==> src/rtl/pkt_rr_scheduler.sv <==
`default_nettype none
// ============================================================================
// pkt_rr_scheduler : packet-granular round-robin merge of NUM_REQ beat streams
// Rev 1.0
// ============================================================================
module pkt_rr_scheduler #(
  parameter int NUM_REQ    = 4,
  parameter int DATA_WIDTH = 64,
  parameter int PLEN_WIDTH = 14,
  parameter int CNT_WIDTH  = 16
) (
  input  logic                          clk,
  input  logic                          rst_n,
  input  logic [NUM_REQ-1:0]            req_valid,
  input  logic [NUM_REQ-1:0]            req_sop,
  input  logic [NUM_REQ-1:0]            req_eop,
  input  logic [NUM_REQ*DATA_WIDTH-1:0] req_data,
  input  logic [NUM_REQ*PLEN_WIDTH-1:0] req_plen,
  input  logic [NUM_REQ-1:0]            req_bad,
  output logic [NUM_REQ-1:0]            req_ready,
  output logic                          out_valid,
  output logic                          out_sop,
  output logic                          out_eop,
  output logic [DATA_WIDTH-1:0]         out_data,
  output logic [PLEN_WIDTH-1:0]         out_plen,
  input  logic                          out_ready,
  output logic [CNT_WIDTH-1:0]          fwd_cnt,
  output logic [CNT_WIDTH-1:0]          drop_cnt,
  output logic                          err_proto
);

  localparam int GW = (NUM_REQ > 1) ? $clog2(NUM_REQ) : 1;
  localparam logic [1:0] S_IDLE = 2'd0;
  localparam logic [1:0] S_ARB  = 2'd1;
  localparam logic [1:0] S_FWD  = 2'd2;
  localparam logic [1:0] S_DROP = 2'd3;
  localparam logic [GW-1:0] LAST_RST = GW'(NUM_REQ - 1);

  logic [DATA_WIDTH-1:0] data_arr [NUM_REQ];
  logic [PLEN_WIDTH-1:0] plen_arr [NUM_REQ];

  for (genvar gi = 0; gi < NUM_REQ; gi++) begin : g_unpack
    assign data_arr[gi] = req_data[gi*DATA_WIDTH +: DATA_WIDTH];
    assign plen_arr[gi] = req_plen[gi*PLEN_WIDTH +: PLEN_WIDTH];
  end

  logic [1:0]            state_q, state_d;
  logic [GW-1:0]         grant_q, grant_d;
  logic [GW-1:0]         last_grant_q, last_grant_d;
  logic [PLEN_WIDTH-1:0] plen_q, plen_d;
  logic                  out_valid_q, out_valid_d;
  logic                  out_sop_q, out_sop_d;
  logic                  out_eop_q, out_eop_d;
  logic [DATA_WIDTH-1:0] out_data_q, out_data_d;
  logic [PLEN_WIDTH-1:0] out_plen_q, out_plen_d;
  logic [CNT_WIDTH-1:0]  fwd_cnt_q, fwd_cnt_d;
  logic [CNT_WIDTH-1:0]  drop_cnt_q, drop_cnt_d;
  logic                  err_proto_q, err_proto_d;

  logic [GW-1:0] pick;
  logic [GW-1:0] scan_idx;
  logic          pick_vld;
  logic          load_en;
  logic          head_valid;
  logic          head_sop;
  logic          head_eop;
  logic          head_bad;
  logic          accept;

  assign load_en    = ~out_valid_q | out_ready;
  assign head_valid = req_valid[grant_q];
  assign head_sop   = req_sop[grant_q];
  assign head_eop   = req_eop[grant_q];
  assign head_bad   = req_bad[grant_q];
  assign accept     = head_valid & req_ready[grant_q];

  // Descending scan so the nearest valid requester after last_grant wins.
  always_comb begin
    pick     = '0;
    pick_vld = 1'b0;
    scan_idx = '0;
    for (int k = NUM_REQ; k >= 1; k--) begin
      scan_idx = GW'((int'(last_grant_q) + k) % NUM_REQ);
      if (req_valid[scan_idx]) begin
        pick     = scan_idx;
        pick_vld = 1'b1;
      end
    end
  end

  always_comb begin
    req_ready = '0;
    if (state_q == S_FWD) begin
      req_ready[grant_q] = load_en;
    end else if (state_q == S_DROP) begin
      req_ready[grant_q] = 1'b1;
    end
  end

  always_comb begin
    state_d      = state_q;
    grant_d      = grant_q;
    last_grant_d = last_grant_q;
    plen_d       = plen_q;
    out_valid_d  = out_valid_q;
    out_sop_d    = out_sop_q;
    out_eop_d    = out_eop_q;
    out_data_d   = out_data_q;
    out_plen_d   = out_plen_q;
    fwd_cnt_d    = fwd_cnt_q;
    drop_cnt_d   = drop_cnt_q;
    err_proto_d  = 1'b0;

    // The output stage drains in every state; a new beat overrides below.
    if (out_ready) begin
      out_valid_d = 1'b0;
    end

    case (state_q)
      S_IDLE: begin
        if (pick_vld) begin
          grant_d = pick;
          state_d = S_ARB;
        end
      end
      S_ARB: begin
        if (head_valid) begin
          last_grant_d = grant_q;
          if (!head_sop) begin
            state_d     = S_DROP;
            err_proto_d = 1'b1;
          end else if (head_bad) begin
            state_d = S_DROP;
          end else begin
            state_d = S_FWD;
            plen_d  = plen_arr[grant_q];
          end
        end
      end
      S_FWD: begin
        if (accept) begin
          out_valid_d = 1'b1;
          out_sop_d   = head_sop;
          out_eop_d   = head_eop;
          out_data_d  = data_arr[grant_q];
          out_plen_d  = plen_q;
          if (head_eop) begin
            if (fwd_cnt_q != '1) begin
              fwd_cnt_d = fwd_cnt_q + 1'b1;
            end
            state_d = S_IDLE;
          end
        end
      end
      S_DROP: begin
        if (accept && head_eop) begin
          if (drop_cnt_q != '1) begin
            drop_cnt_d = drop_cnt_q + 1'b1;
          end
          state_d = S_IDLE;
        end
      end
      default: state_d = S_IDLE;
    endcase
  end

  always_ff @(posedge clk or negedge rst_n) begin
    if (!rst_n) begin
      state_q      <= S_IDLE;
      grant_q      <= '0;
      last_grant_q <= LAST_RST;
      plen_q       <= '0;
      out_valid_q  <= 1'b0;
      out_sop_q    <= 1'b0;
      out_eop_q    <= 1'b0;
      out_data_q   <= '0;
      out_plen_q   <= '0;
      fwd_cnt_q    <= '0;
      drop_cnt_q   <= '0;
      err_proto_q  <= 1'b0;
    end else begin
      state_q      <= state_d;
      grant_q      <= grant_d;
      last_grant_q <= last_grant_d;
      plen_q       <= plen_d;
      out_valid_q  <= out_valid_d;
      out_sop_q    <= out_sop_d;
      out_eop_q    <= out_eop_d;
      out_data_q   <= out_data_d;
      out_plen_q   <= out_plen_d;
      fwd_cnt_q    <= fwd_cnt_d;
      drop_cnt_q   <= drop_cnt_d;
      err_proto_q  <= err_proto_d;
    end
  end

  assign out_valid = out_valid_q;
  assign out_sop   = out_sop_q;
  assign out_eop   = out_eop_q;
  assign out_data  = out_data_q;
  assign out_plen  = out_plen_q;
  assign fwd_cnt   = fwd_cnt_q;
  assign drop_cnt  = drop_cnt_q;
  assign err_proto = err_proto_q;

endmodule
`default_nettype wire

==> config.mk <==
export PLATFORM = sky130hd
export DESIGN_NAME = pkt_rr_scheduler
export DESIGN_NICKNAME = d
export VERILOG_FILES = /design/src/rtl/pkt_rr_scheduler.sv
export SDC_FILE = /design/constraint.sdc
export NUM_CORES = 1
export LEC_CHECK = 0
export CELL_PAD_IN_SITES_DETAIL_PLACEMENT = 1
export CELL_PAD_IN_SITES_GLOBAL_PLACEMENT = 1
export CORE_AREA = 8 8 166 168
export DETAILED_ROUTE_END_ITERATION = 6
export DIE_AREA = 0 0 174 176
export DONT_BUFFER_PORTS = 1
export GPL_ROUTABILITY_DRIVEN = 1
export PLACE_DENSITY = 0.61
export SYNTH_ARGS = -nofsm -noshare
export SYNTH_HDL_FRONTEND = slang
export SYNTH_SLANG_ARGS = --single-unit
==> constraint.sdc <==
create_clock -name clk -period 5.4 [get_ports clk]
set_input_delay 1.35 -clock clk [delete_from_list [all_inputs] [get_ports clk]]
set_output_delay 1.35 -clock clk [all_outputs]
set_load 0.005 [all_outputs]
# After elaboration in Yosys (flattened, before gate mapping)
# Cells that the tools add are included.
[classes] n_addsub=6 n_lt_le_gt_ge=7 eq_ne=10 mux=50 bitwise_logic=6 n_reduce_logical=10
[ops] op="binary-select mux 64 bit (select 2 bit)" n=1
[ops] op="two-way mux 64 bit" n=2
[ops] op="adder 16 x 1 -> 16 bit (second input constant)" n=2
[ops] op="!= test 16 bit (second input constant)" n=2
[ops] op="binary-select mux 14 bit (select 2 bit)" n=1
[ops] op="two-way mux 14 bit" n=2
[ops] op="two-way mux 1 bit" n=22
[ops] op="binary-select mux 1 bit (select 2 bit)" n=9
[ops] op="two-way mux 2 bit" n=9
[ops] op="less-than comparator 2 x 3 -> 1 bit (second input constant)" n=5
[ops] op="two-way mux 4 bit" n=2
[ops] op="!= test 2 bit (second input constant)" n=4
[ops] op="one-hot mux 2 bit (4 select lines)" n=1
[ops] op="AND reduction 4 bit" n=2
[ops] op="AND reduction 2 bit" n=3
[ops] op="AND reduction 5 bit" n=1
[ops] op="adder 2 x 1 -> 2 bit (second input constant)" n=2
[ops] op="adder 2 bit (second input constant)" n=2
[ops] op="bitwise AND 4 bit" n=1
[ops] op="== test 2 bit (second input constant)" n=2
[ops] op="greater-or-equal comparator 3 bit (second input constant)" n=1
[ops] op="inverter 2 -> 3 bit" n=1
[ops] op="AND reduction 3 bit" n=1
[ops] op="demux 1 bit (select 2 bit)" n=1
[ops] op="8 further kinds" n=10
[word_totals] ff_bits=134 inputBits=331 output_inout_bits=118 word_cells=101

# Depth between registers and ports, before layout
# Gate-level depths: netlist of run 1.
[logic_depth] ltp_word=12 ltp_mapped=7 depth_no_buf=6

# Worst setup path before layout of run 1
# Ideal clock, no wire load.
[synth_timing] path_type="input port to output port" start="input out_ready" end="output req_ready[3]" arrival_time_ns=2.099 t_required_ns=4.050 path_slack_ns=1.951 cell_stages=4 n_path_buf=0 cell_sequence="nand2b_1 -> o21ai_0 -> inv_1 -> and3_1"
[synth_between] elab_chain_cells=3
[synth_lines] item="start: declaration" line="26" rtl="input logic out_ready,"
[synth_lines] item="OR 1 bit" line="70" rtl="assign load_en = ~out_valid_q | out_ready;"
[synth_lines] item="bitwise AND 4 bit (no source line)"
[synth_lines] item="two-way mux 4 bit" line="93" rtl="if (state_q == S_FWD) begin"
[synth_lines] item="end: declaration" line="20" rtl="output logic [NUM_REQ-1:0] req_ready,"
# No other way between the ends.

# Final worst setup path of run 1
# Same ends and word-level chain as after synthesis.

==> flow_metrics.tcl, run 1 <==
set metrics [dict create \
    whs_path_depth 1 \
    p_per_area_mw_per_mm2 581.8 \
    cts_num_sinks 134 \
    synth_fp_nets 838 \
    placed_cells 805 \
    comb_power_share_pct 35.5 \
    tns_ns 0 \
    dieArea_mm2 0.03062 \
    postSynthAreaPerCell_um2 14.85 \
    r2r_cells 5 \
    worstHoldEndpoint "out_plen[10]" \
    pin_count 449 \
    final_core_util_pct 33.72 \
    min_path_type "register to register" \
    clock_path_buffers 2 \
    cp_slowest_stage_delay_ns 0.61 \
    die_h_um 176 \
    antenna_found_initial 10 \
    synth_seq_cells 134 \
    start_util_pct 30.21 \
    wire_per_inst_um 31.58 \
    irDropWorstVdd_uv 214.5 \
    vias 4808 \
    worstReg2RegStart "grant_q[1]" \
    grtUsageTotal_pct 16.63 \
    grt_max_degree 135 \
    layout_commonest_cell "dfrtp_1" \
    route.antenna.remaining_nets 0 \
    drive_gt1_share_pct 43.98 \
    fmax_mhz 257.4 \
    clock-root-buffer "clkbuf_16" \
    grt_first_pass_wirelength_um 38700 \
    power_leakage_nw 3.241 \
    row_count 58 \
    cp_slowest_cell "o21ai_0" \
    path_clk_slew_ns 0.06 \
    cts_max_level 4 \
    cts_tree "done" \
    timing.slew.headroom_pct 34.82 \
    post-route-period-util_pct 71.95 \
    cp.arrival_ns 2.54 \
    syn_inst 505 \
    ctsHoldBuffers 0 \
    clkLatencyLatePin_ns 0.41 \
    gp_congestion 0.8567 \
    async_flop_share_pct 100.0 \
    drt_iter0_drc 246 \
    maxCapViolCount 0 \
    clkPwrFrac_pct 24.1 \
    drc 0 \
    post-cts-setup-buffers 0 \
    r2r_end "fwd_cnt[8]" \
    syn_area_mm2 0.007498 \
    p_total_mw 4.869 \
    status "complete, no violations" \
    synth_top_flop_cell "dfrtp_1" \
    maxSlewViolCount 0 \
    p_switching_mw 1.678 \
    worst_slew_pin_slew_ns 0.9766 \
    wl_um 26530 \
    grt_pass1_vias 5465 \
    dpl.hpwl_um 21220 \
    cts_buffers 17 \
    ys_warn_count 0 \
    worst-path-max-fanout 5 \
    die_w_um 174 \
    ys_seq_area_share_pct 44.75 \
    synth_edf_count 0 \
    end_kind "output port" \
    nets 827 \
    worst_ep_required_time_ns 4.05 \
    finalHoldViolCount 0 \
    p_sw_share_pct 34.47 \
    coreArea_mm2 0.02482 \
    rsz0062_at_grt "false" \
    yosysUniqueCellTypes 43 \
    area_growth_syn_to_layout_pct 11.60 \
    final_cells 840 \
    r2r_slack_ns 2.19 \
    p_seq_share_pct 40.3 \
    whs_ns 0.4939 \
    cp_cell_sequence "nand2b_1, o21ai_0, inv_1, and3_1" \
    firstDrtPassIters 5 \
    setup-violations-final 0 \
    viasPerCell 5.724 \
    period_needed_ns 3.885 \
    critPathKind "primary input to output port" \
    portBuffers 0 \
    cts_resized 0 \
    final_cell_mix "dfrtp_1, mux2_2, mux4_2, nand2_1" \
    cp-start-kind "primary input" \
    overflow 0 \
    p_int_mw 3.190 \
    clock_skew_ns 0.01473 \
    worstHoldStart "plen_q[10]" \
]
-- metal layers --
metal  vias up  GRT usage (%)  share of wire (%)
li1       1949              -                  -
met1      2502          17.80                 35
met2       311          28.61                 52
met3        32          8.609                 12
met4        14          4.418                1.1
met5         -              0               0.38
-- power by group through the flow --
stage	registers [mW]	logic (mW)	clock network, mW
CTS	1.99	1.77	1.22
global placement	1.98	1.68	0
global route	2.04	1.89	1.26
detailed placement	2.01	1.76	0
floorplan	1.67	1.63	0
finish	1.96	1.73	1.18
-- metrics by stage --
| stage | instance area, um2 | setup WS (ns) |
|---|---|---|
| after floorplan | 7498 | 1.951 |
| after global placement | 7769 | 1.553 |
| after detailed placement | 7769 | 1.467 |
| after CTS | 8361 | 1.467 |
| after global routing | 8368 | 1.384 |
| final | 8368 | 1.515 |
-- registers in the layout, indices dropped and copies added (netlist names) --
| register | flops |
|---|---|
| drop_cnt | 16 |
| err_proto | 1 |
| fwd_cnt | 16 |
| grant_q | 2 |
| last_grant_q | 2 |
| out_data | 64 |
| out_eop | 1 |
| out_plen | 14 |
| out_sop | 1 |
| out_valid | 1 |
| plen_q | 14 |
| state_q | 2 |
-- cell usage after synthesis, types with 2 or more instances --
library cell / instances / share of area, %
a21oi_1: 4 / 0.27
a31oi_1: 5 / 0.42
and3_1: 6 / 0.50
and4_1: 2 / 0.23
buf_1: 2 / 0.10
buf_2: 7 / 0.47
buf_4: 11 / 1.1
buf_6: 2 / 0.30
clkbuf_1: 12 / 0.60
dfrtp_1: 132 / 44
dfstp_2: 2 / 0.70
ha_1: 2 / 0.33
inv_1: 5 / 0.25
mux2_2: 96 / 14
mux2i_1: 4 / 0.53
mux4_2: 82 / 25
nand2_1: 25 / 1.3
nand2b_1: 2 / 0.17
nand3_1: 9 / 0.60
nand4_1: 19 / 1.6
nor2_1: 15 / 0.75
nor2b_1: 3 / 0.25
nor3_1: 5 / 0.33
nor3b_1: 2 / 0.20
o21a_1: 2 / 0.20
o21ai_0: 5 / 0.33
or3_1: 2 / 0.17
xnor2_1: 19 / 2.2
xor2_1: 9 / 1.1
-- worst max-delay path: cells and delay by family --
kind / cells / cell delay, ns
AO/OA/AOI/OAI: 1 / 0.61
AND/OR/NAND/NOR: 2 / 0.45
buffers and inverters: 1 / 0.12
-- final cells by class --
class | instances | area (um2)
well taps | 330 | 412.9
clock inverters | 12 | 145.1
repair buffers | 4 | 30.03
inverters | 5 | 18.77
fillers | 2610 | 16450
clock buffers | 20 | 446.7
flip-flops and latches | 134 | 3363
diodes | 3 | 7.507
multi-input cells | 332 | 3944
-- logic make-up after synthesis --
family / count (synthesis) / share of synthesized area [%]
AOI/OAI and AO/OA: 23 / 2.036
xor gates and xnor gates: 28 / 3.271
adders and majority gates: 2 / 0.3337
buffers and inverters: 39 / 2.820
DFF: 134 / 44.75
muxes: 182 / 39.58
and+or+nand+nor: 97 / 7.208
-- worst max path at each step --
stage | cells past startpoint | slack [ns] | endpoint | from
after floorplan | 4 | 1.95 | req_ready[3] | out_ready
after global placement | 4 | 1.55 | req_ready[3] | out_ready
after detailed placement | 4 | 1.47 | req_ready[3] | out_ready
after CTS | 4 | 1.47 | req_ready[3] | out_ready
after global routing | 4 | 1.38 | req_ready[3] | out_ready
final | 4 | 1.51 | req_ready[3] | out_ready
No activity file was read; power rests on OpenSTA's default activity.
==> inputs of run 2 (changes only) <==
==> constraint.sdc (replaced) <==
create_clock -name clk -period 3.8 [get_ports clk]
set_input_delay 0.95 -clock clk [delete_from_list [all_inputs] [get_ports clk]]
set_output_delay 0.95 -clock clk [all_outputs]
set_load 0.005 [all_outputs]
==> flow_metrics.tcl, run 2 (synthesized netlist as in run 1, its figures left out) <==
set metrics [dict create \
    layout_setup_ws_ns 0.7720 \
    portBuffers 0 \
    path_clk_slew_ns 0.07 \
    p_int_mw 4.413 \
    firstDrtPassIters 4 \
    maxCapViolCount 0 \
    ctsHoldBuffers 0 \
    overflow 0 \
    p_total_mw 6.827 \
    end_kind "output port" \
    worst_ep_required_time_ns 2.85 \
    dieArea_mm2 0.03062 \
    irDropWorstVdd_uv 257.1 \
    cts_max_level 4 \
    critPathKind "primary input to output port" \
    fmax_mhz 330.2 \
    drc 0 \
    viasPerCell 5.740 \
    grtUsageTotal_pct 16.85 \
    drt_iter0_drc 323 \
    cts_num_sinks 134 \
    clock-root-buffer "clkbuf_16" \
    dpl.hpwl_um 21530 \
    status "complete, no violations" \
    power_leakage_nw 3.226 \
    clock_path_buffers 2 \
    period_needed_ns 3.028 \
    grt_first_pass_wirelength_um 38800 \
    timing.slew.headroom_pct 48.33 \
    start_util_pct 30.21 \
    comb_power_share_pct 36.8 \
    cts_tree "done" \
    cp-start-kind "primary input" \
    rsz0062_at_grt "false" \
    cp.arrival_ns 2.08 \
    grt_max_degree 135 \
    coreArea_mm2 0.02482 \
    pin_count 449 \
    r2r_slack_ns 1.27 \
    grt_pass1_vias 5408 \
    cts_buffers 17 \
    post-route-period-util_pct 79.68 \
    nets 830 \
    area_growth_syn_to_layout_pct 11.40 \
    clkLatencyLatePin_ns 0.42 \
    gp_congestion 0.8542 \
    p_sw_share_pct 35.35 \
    worst-path-max-fanout 5 \
    post-cts-setup-buffers 0 \
    wire_per_inst_um 32.03 \
    row_count 58 \
    wl_um 27000 \
    min_path_type "primary input to async pin" \
    vias 4839 \
    route.antenna.remaining_nets 0 \
    worst_slew_pin_slew_ns 0.7717 \
    p_seq_share_pct 40.5 \
    clock_skew_ns 0.01985 \
    final_cell_mix "dfrtp_1, mux2_2, mux4_2, nand2_1" \
    die_h_um 176 \
    clkPwrFrac_pct 22.7 \
    die_w_um 174 \
    largest_reg_flops 64 \
    post-place-ws_ns 0.7425 \
    tns_ns 0 \
    final_core_util_pct 33.66 \
    layout_commonest_cell "dfrtp_1" \
    drive_gt1_share_pct 44.51 \
    p_switching_mw 2.413 \
    finalHoldViolCount 0 \
    setup-violations-final 0 \
    cts_resized 0 \
    antenna_found_initial 8 \
    p_per_area_mw_per_mm2 817.3 \
    maxSlewViolCount 0 \
]
-- run 2: power by group through the flow --
stage                     combinational, mW  clock (mW)  sequential (mW)
after floorplan                        2.32           0             2.37
after detailed placement               2.55           0             2.82
after CTS                              2.56        1.60             2.80
after global routing                   2.73        1.67             2.88
final                                  2.51        1.55             2.77
after global placement                 2.42           0             2.79
-- run 2: area by class of cell --
class	count	area, um2
antenna	3	7.507
clock buffer	19	442.9
clock inverter	13	98.84
fill	2606	16470
inverter	5	18.77
multi-input combinational	332	3944
sequential	134	3363
tap	330	412.9
timing repair buffer	7	65.06
-- run 2: per-stage QoR --
stage	instances	instance area (um2)	hold slack (ns)
4_1_cts	840	8346	0.1909
3_3_place_gp	808	7804	0.4822
3_5_place_dp	808	7804	0.4934
5_1_grt	842	8351	0.1877
2_1_floorplan	505	7498	0.4724
6_report	843	8353	0.2148
-- run 2: final timing paths --
kind	start	depth (start not counted)	to
max	out_ready	4	req_ready[3]
min	rst_n	0	drop_cnt[10]
max reg2reg	grant_q[1]	6	plen_q[5]
min reg2reg	plen_q[9]	1	plen_q[9]
max in group asynchronous	rst_n	0	last_grant_q[0]
min in group clk	plen_q[9]	1	plen_q[9]
-- run 2: routing by layer --
layer	part of all wire, %	global-route usage [%]	routed length [um]
met1	35	17.69	9488
met2	52	28.84	13970
met3	12	9.207	3116
met4	1.3	4.916	350
met5	0.29	0	77
-- run 2: worst max-delay path: stages --
cell      delay [ns]
nand2b_1        0.23
o21ai_0         0.61
inv_1           0.08
and3_1          0.22
